**config.mk**
```make
export PLATFORM = sky130hd
export DESIGN_NAME = mem_uart_master
export DESIGN_NICKNAME = d
export VERILOG_FILES = /design/src/rtl/mem_uart_master.sv
export SDC_FILE = /design/constraint.sdc
export NUM_CORES = 1
export LEC_CHECK = 0
export CORE_MARGIN = 2
export CORE_UTILIZATION = 35
export DETAILED_ROUTE_END_ITERATION = 10
export GPL_ROUTABILITY_DRIVEN = 0
export PLACE_DENSITY = 0.74
export SLEW_MARGIN = 0
export SYNTH_ARGS = -nofsm -noshare
export SYNTH_HDL_FRONTEND = slang
export SYNTH_SLANG_ARGS = --single-unit
```
**constraint.sdc**
```tcl
create_clock -name CLK -period 14.5 [get_ports CLK]
set_input_delay 4.35 -clock CLK [delete_from_list [all_inputs] [get_ports CLK]]
set_output_delay 4.35 -clock CLK [all_outputs]
set_load 0.01 [all_outputs]
```
**src/rtl/mem_uart_master.sv**
```systemverilog
// CPU-side memory request master: packs one load/store into a channel-0 comm
// message, waits for the 4-byte load reply, and reports completion to the CPU.
module mem_uart_master #(
  parameter int TIMEOUT = 4096,
  parameter int CNT_W   = 16
) (
  input  logic        CLK,
  input  logic        RST,
  input  logic        req_valid,
  input  logic        req_write,
  input  logic [31:0] req_addr,
  input  logic [31:0] req_wdata,
  input  logic [3:0]  req_mask,
  output logic        req_ready,
  output logic        resp_valid,
  output logic [31:0] resp_rdata,
  output logic        resp_err,
  output logic        send_flag,
  output logic [4:0]  send_length,
  output logic [71:0] send_data,
  input  logic        sendable,
  output logic        recv_flag,
  input  logic [4:0]  recv_length,
  input  logic [71:0] recv_data,
  input  logic        recvable,
  output logic [7:0]  drop_count
);

  typedef enum logic [1:0] {IDLE, SEND, WAIT, RESP} state_e;

  state_e           state_q, state_d;
  logic [CNT_W-1:0] cnt_q, cnt_d;
  logic             wr_q, wr_d;
  logic [31:0]      addr_q, addr_d;
  logic [31:0]      wdata_q, wdata_d;
  logic [3:0]       mask_q, mask_d;
  logic             req_ready_q, req_ready_d;
  logic             resp_valid_q, resp_valid_d;
  logic [31:0]      resp_rdata_q, resp_rdata_d;
  logic             resp_err_q, resp_err_d;
  logic             send_flag_q, send_flag_d;
  logic [4:0]       send_length_q, send_length_d;
  logic [71:0]      send_data_q, send_data_d;
  logic             recv_flag_q, recv_flag_d;
  logic [7:0]       drop_count_q, drop_count_d;
  logic             pop, reply_ok;
  logic             unused_recv_hi;

  assign unused_recv_hi = ^recv_data[71:32];

  always_comb begin
    // NOTE: every signal written here gets a default first, so no path can infer a latch.
    state_d       = state_q;
    cnt_d         = cnt_q;
    wr_d          = wr_q;
    addr_d        = addr_q;
    wdata_d       = wdata_q;
    mask_d        = mask_q;
    send_flag_d   = 1'b0;
    send_length_d = send_length_q;
    send_data_d   = send_data_q;
    resp_valid_d  = 1'b0;
    resp_rdata_d  = resp_rdata_q;
    resp_err_d    = resp_err_q;
    drop_count_d  = drop_count_q;

    // recvable only falls a cycle after our registered pop, so never pop twice in a row
    pop         = recvable && !recv_flag_q;
    reply_ok    = pop && (state_q == WAIT) && (recv_length == 5'd4);
    recv_flag_d = pop;
    if (pop && !reply_ok && (drop_count_q != 8'hFF)) drop_count_d = drop_count_q + 8'd1;

    case (state_q)
      IDLE: begin
        if (req_valid) begin
          wr_d    = req_write;
          addr_d  = req_addr;
          wdata_d = req_wdata;
          mask_d  = req_mask;
          state_d = SEND;
        end
      end
      SEND: begin
        if (sendable) begin
          send_flag_d = 1'b1;
          if (wr_q) begin
            send_length_d = 5'd9;
            send_data_d   = {4'h0, mask_q, addr_q, wdata_q};
            resp_rdata_d  = '0;
            resp_err_d    = 1'b0;
            state_d       = RESP;
          end else begin
            send_length_d = 5'd5;
            send_data_d   = {40'h0, addr_q};
            cnt_d         = '0;
            state_d       = WAIT;
          end
        end
      end
      WAIT: begin
        cnt_d = cnt_q + CNT_W'(1);
        if (reply_ok) begin
          resp_rdata_d = recv_data[31:0];
          resp_err_d   = 1'b0;
          state_d      = RESP;
        end else if (cnt_q == CNT_W'(TIMEOUT - 1)) begin
          resp_rdata_d = '0;
          resp_err_d   = 1'b1;
          state_d      = RESP;
        end
      end
      RESP: begin
        resp_valid_d = 1'b1;
        state_d      = IDLE;
      end
      default: state_d = IDLE;
    endcase

    req_ready_d = (state_d == IDLE);
  end

  always_ff @(posedge CLK) begin
    // NOTE: non-blocking assignments make every flop sample pre-edge values regardless of order.
    if (!RST) begin
      state_q       <= IDLE;
      cnt_q         <= '0;
      req_ready_q   <= 1'b1;
      resp_valid_q  <= 1'b0;
      resp_rdata_q  <= '0;
      resp_err_q    <= 1'b0;
      send_flag_q   <= 1'b0;
      send_length_q <= '0;
      send_data_q   <= '0;
      recv_flag_q   <= 1'b0;
      drop_count_q  <= '0;
    end else begin
      state_q       <= state_d;
      cnt_q         <= cnt_d;
      req_ready_q   <= req_ready_d;
      resp_valid_q  <= resp_valid_d;
      resp_rdata_q  <= resp_rdata_d;
      resp_err_q    <= resp_err_d;
      send_flag_q   <= send_flag_d;
      send_length_q <= send_length_d;
      send_data_q   <= send_data_d;
      recv_flag_q   <= recv_flag_d;
      drop_count_q  <= drop_count_d;
    end
  end

  // NOTE: the latched request is pure datapath, only read after IDLE loads it, so it needs no reset.
  always_ff @(posedge CLK) begin
    wr_q    <= wr_d;
    addr_q  <= addr_d;
    wdata_q <= wdata_d;
    mask_q  <= mask_d;
  end

  assign req_ready   = req_ready_q;
  assign resp_valid  = resp_valid_q;
  assign resp_rdata  = resp_rdata_q;
  assign resp_err    = resp_err_q;
  assign send_flag   = send_flag_q;
  assign send_length = send_length_q;
  assign send_data   = send_data_q;
  assign recv_flag   = recv_flag_q;
  assign drop_count  = drop_count_q;

endmodule

```
# After elaboration in Yosys (flattened, before gate mapping)
# Cells that the tools add are included.
[op_classes]
addsub = 2
eq_ne = 10
mux = 23
reduce_logical = 15
[ops]
columns = ["op", "count"]
rows = [
  ["$mux 32", 4],
  ["$mux 68", 1],
  ["$pmux 32 s2", 1],
  ["$mux 16", 2],
  ["$pmux 16 s2", 1],
  ["$add 16x1->16 const B", 1],
  ["$eq 16x12->1 const B", 1],
  ["$add 8x1->8 const B", 1],
  ["$mux 2", 4],
  ["$ne 8x8->1 const B", 1],
  ["$pmux 2 s4", 1],
  ["$mux 1", 7],
  ["$ne 2x2->1 const B", 3],
  ["$reduce_and 2->1", 3],
  ["$eq 5x3->1 const B", 1],
  ["$logic_and 1x1->1", 5],
  ["$eq 2x2->1 const B", 2],
  ["$logic_not 2->1", 2],
  ["$mux 4", 1],
  ["$reduce_and 4->1", 1],
  ["$ne 3x2->1 const B", 1],
  ["$reduce_and 3->1", 1],
  ["$eq 2x1->1 const B", 1],
  ["$logic_not 1->1", 2],
  ["other kinds (2)", 2],
]
[totals]
regBits = 209
elab_cells = 65

# Logic depth before layout (Yosys ltp)
[logic_depth]
ltp_word = 7
depth_mapped = 7
depth_no_buf = 5

# Worst setup path before layout
# Ideal clock, no wire load.
[synth_path]
path_type = "input to register"
from = "input req_valid"
to = "register addr_q[0], enable pin"
setup_time_ns = 0.595
arrival_ns = 9.335
slack_ns = 4.570
path_stages = 1
path_buffers = 0
path_cell_list = "nor3b_1"
[synth_between]
elab_chain_len = 1
[synth_lines]
columns = ["item", "line", "source"]
rows = [
  ["start, declared", "9", "input logic req_valid,"],
  ["$reduce_and 2->1 (no source line)", "-", ""],
  ["end signal, assigned", "154", "addr_q <= addr_d;"],
  ["end, declared", "34", "logic [31:0] addr_q, addr_d;"],
]
# Every way passes these cells.
# A chain may end at the register's enable or synchronous reset.

# Worst setup path in the final report
[layout_path]
from = "input sendable"
to = "register cnt_q[7]"
[layout_between]
elab_chain_len = 2
[layout_lines]
columns = ["item", "line", "source"]
rows = [
  ["start, declared", "21", "input logic sendable,"],
  ["$ne 2x2->1 (no source line)", "-", ""],
  ["$reduce_and 3->1 (no source line)", "-", ""],
  ["end signal, assigned", "138", "cnt_q <= cnt_d;"],
  ["end, declared", "32", "logic [CNT_W-1:0] cnt_q, cnt_d;"],
]
# Every way passes these cells.

==> flow_summary.rst <==
.. list-table::
   :header-rows: 1

   * - Metric
     - Value
   * - Finished Core Util
     - 50.00%
   * - Post-CTS resize count
     - 0
   * - Path class of the lowest-slack min-delay path
     - flop to flop
   * - Slack of the critical path
     - 8.251 ns
   * - Number of setup violations in the final report
     - 0
   * - Antenna violations before repair
     - 1
   * - Yosys warns
     - 0
   * - Post-Synthesis Cell Area
     - 7690 um^2
   * - Startpoint Class
     - input pin
   * - Peak ir drop on the vdd network
     - 0.09403 mV
   * - Biggest area consumer among synthesized cells
     - sky130_fd_sc_hd__dfxtp_1
   * - Number of global-route vias before repair
     - 5,927
   * - # Post-CTS Setup Buffers
     - 0
   * - Fin Clk Skew
     - 0.006699 ns
   * - Buffer levels on the longest clock path
     - 3
   * - Maximum clock frequency
     - 160.0 MHz
   * - Unrepaired setup endpoints after global routing
     - false
   * - Data arrival at the endpoint of the critical path
     - 6.60 ns
   * - DPL Wire Length
     - 11,910 um
   * - Routed wire length per instance
     - 15.52 um
   * - Final routed DRC violation total
     - 0
   * - Initial core utilization
     - 35.46%
   * - CTS clock-pin slew for the worst setup and hold paths
     - 0.06 ns
   * - # diodes
     - 0
   * - Fraction of layout instances using a drive strength above 1
     - 7.627%
   * - Post-placement worst setup slack
     - 7.696 ns
   * - Detailed-route via count
     - 6,007
   * - Detailed router's first-iteration violation count
     - 358
   * - CTS Hold Bufs
     - 0
   * - Most common cell after layout, fill and taps aside
     - sky130_fd_sc_hd__clkdlybuf4s50_1
   * - # nets final
     - 1,081
   * - Number of H-tree levels
     - 1
   * - Global-route usage over all layers
     - 16.02%
   * - Top fanout value on the critical path
     - 103
   * - PwrDens
     - 122.0 nW/um^2
   * - Most prevalent standard cell on the critical path
     - sky130_fd_sc_hd__a21oi_1
   * - Run status
     - complete, no violations
   * - Number of buffers created by CTS
     - 23
   * - Sum of buffers and inverters on the critical path
     - 2
   * - Root Buffer
     - sky130_fd_sc_hd__clkbuf_16
   * - Number of distinct library cells after synthesis
     - 55
   * - Vert. Die Dim
     - 152.2 um
   * - Routed wire length
     - 18,990 um
   * - Count of boundary I/O pins
     - 273
   * - Count of standard-cell rows
     - 54
   * - Startpoint-to-endpoint class of the critical path
     - input pin to flop
   * - Setup Total Neg Slack
     - 0 ns
   * - Count of final max-slew check failures
     - 0
   * - Reported max-cap violation count
     - 0
   * - Insertion delay of the later-clocked pin in the worst-skew pair
     - 0.49 ns
   * - Slew HR
     - 24.52%
   * - Area enclosed by the die boundary
     - 23,170 um^2
   * - Detail-routed via count per cell
     - 4.908
   * - Most used cells in the layout excluding fill and tap cells
     - sky130_fd_sc_hd__clkdlybuf4s50_1 (225), sky130_fd_sc_hd__dfxtp_1 (134), sky130_fd_sc_hd__nand2_1 (118)
   * - Width of the die
     - 152.2 um
   * - CP max stage delay
     - 0.74 ns
   * - Ordered list of cells on the worst path
     - clkdlybuf4s50_1, and3b_4, buf_4, a21oi_1, o21ai_0, a21oi_1
   * - Required arrival time at the worst endpoint
     - 14.85 ns
   * - Clock Sinks
     - 203
   * - Global-route wire length before repair
     - 30,910 um
   * - Mean area per synthesized cell
     - 10.64 um^2
   * - Share of the synthesized area in the top cell type
     - 34.88%
   * - Worst-margin pin slew
     - 1.130 ns
   * - Pre-antenna DRT Iters
     - 4
   * - Count of state elements after synthesis
     - 203
   * - Synth top area cells
     - sky130_fd_sc_hd__dfxtp_1 (35%), sky130_fd_sc_hd__edfxtp_1 (27%), sky130_fd_sc_hd__nand2_1 (5.8%)
   * - Post-synth EDFFs
     - 69
   * - Final-report hold violation count
     - 0
   * - Pin count of the biggest net entering global routing
     - 104
   * - Leakage
     - 0.003742 uW
   * - Ratio of final minimum period to clock period
     - 43.10%
   * - Area growth syn-to-layout
     - 41.02%
   * - Remaining global-route overflow
     - 0
   * - Top cell family by delay on the critical path
     - buffers and inverters
   * - TritonCTS clock tree
     - yes
   * - Slowest cell on the critical path
     - sky130_fd_sc_hd__buf_4
   * - Number of nets with antenna violations after routing
     - 0
   * - PortBufs
     - 226
   * - Synthesized netlist cell count
     - 723
   * - Top FF cell, synth
     - sky130_fd_sc_hd__dfxtp_1
   * - Clock period minus worst slack
     - 6.249 ns
   * - Share of async-settable or async-resettable flops after synthesis
     - 0%
   * - Sequential fraction of the synthesis area
     - 61.83%
   * - Core area
     - 21,690 um^2
   * - Category of the worst setup path capture point
     - flop
area by class of cell:
cell class	instances	area [um^2]
sequential	203	4755
inverter	5	18.77
timing repair buffer	234	2317
fill	1931	10840
clock buffer	28	624.3
clock inverter	13	136.4
tap	280	350.3
multi-input combinational	461	2643
stage by stage:
| step | instances | hold slack (ns) | area [um^2] | total power, uW |
|---|---|---|---|---|
| 6_report | 1224 | 0.4501 | 10840 | 1323 |
| 2_1_floorplan | 728 | 0.4526 | 7709 | 696.7 |
| 4_1_cts | 1224 | 0.4510 | 10840 | 1342 |
| 3_3_place_gp | 1183 | 0.4385 | 10080 | 752.6 |
| 5_1_grt | 1224 | 0.4740 | 10840 | 1380 |
| 3_5_place_dp | 1183 | 0.4423 | 10080 | 755.2 |
report_power, final:
part	switching (uW)	internal, uW
logic	56.9	56.6
registers	11.3	617
clock network	225	357
cells by family after synthesis:
| logic type | Yosys count | synth area share (%) |
|---|---|---|
| simple gates | 263 | 15.83 |
| flops | 203 | 61.83 |
| compound gates | 154 | 12.98 |
| buf+inv | 64 | 4.279 |
| mux | 36 | 4.702 |
| fa+ha+maj | 2 | 0.3254 |
| other cells | 1 | 0.04877 |
metal layers:
metal | global-route usage (%) | up-vias | wire length [um]
li1 | - | 2983 | -
met1 | 19.42 | 2780 | 7844
met2 | 26.43 | 209 | 8869
met3 | 6.826 | 33 | 1899
met4 | 3.916 | 2 | 365
met5 | 0 | - | 12
synth_stat cells, drive strengths merged (2+ instances only):
library cell,count
and2,3
a21oi,58
nand3,49
ha,2
o41ai,3
o311ai,2
clkbuf,39
nand3b,2
or3,4
nand4,6
dfxtp,134
edfxtp,69
a211oi,33
buf,19
a31oi,3
nor3,5
or4,5
and2b,2
o21a,2
nor2,46
and3b,2
o21ai,42
nand2b,7
inv,5
o31ai,4
nand4b,2
mux2i,35
nor2b,2
nand2,118
o211ai,2
and3,4
tightest hold or removal path: stages (launching register included):
cell and delay [ns]:
sky130_fd_sc_hd__dfxtp_1 0.31, sky130_fd_sc_hd__nand2_1 0.05, sky130_fd_sc_hd__a21oi_1 0.05
path summary, 6_finish.rpt:
path,depth (start not counted),end,from,slack [ns]
worst max-delay path,6,cnt_q[7]$_SDFFE_PN0P_,sendable,8.25
worst min-delay path,2,send_data[60]$_SDFFE_PN0P_,send_data[60]$_SDFFE_PN0P_,0.45
worst max register to register,4,resp_rdata[1]$_SDFFE_PN0P_,cnt_q[12]$_SDFFE_PN0P_,11.72
worst min register to register,2,send_data[60]$_SDFFE_PN0P_,send_data[60]$_SDFFE_PN0P_,0.45
registers in the layout, indices dropped and copies added (netlist names):
register     count
send_flag        1
cnt_q           16
mask_q           4
addr_q          32
send_data       68
recv_flag        1
state_q          2
wdata_q         32
resp_valid       1
req_ready        1
resp_err         1
drop_count       8
wr_q             1
resp_rdata      32
send_length      3
(Power assumes the default switching activity.)
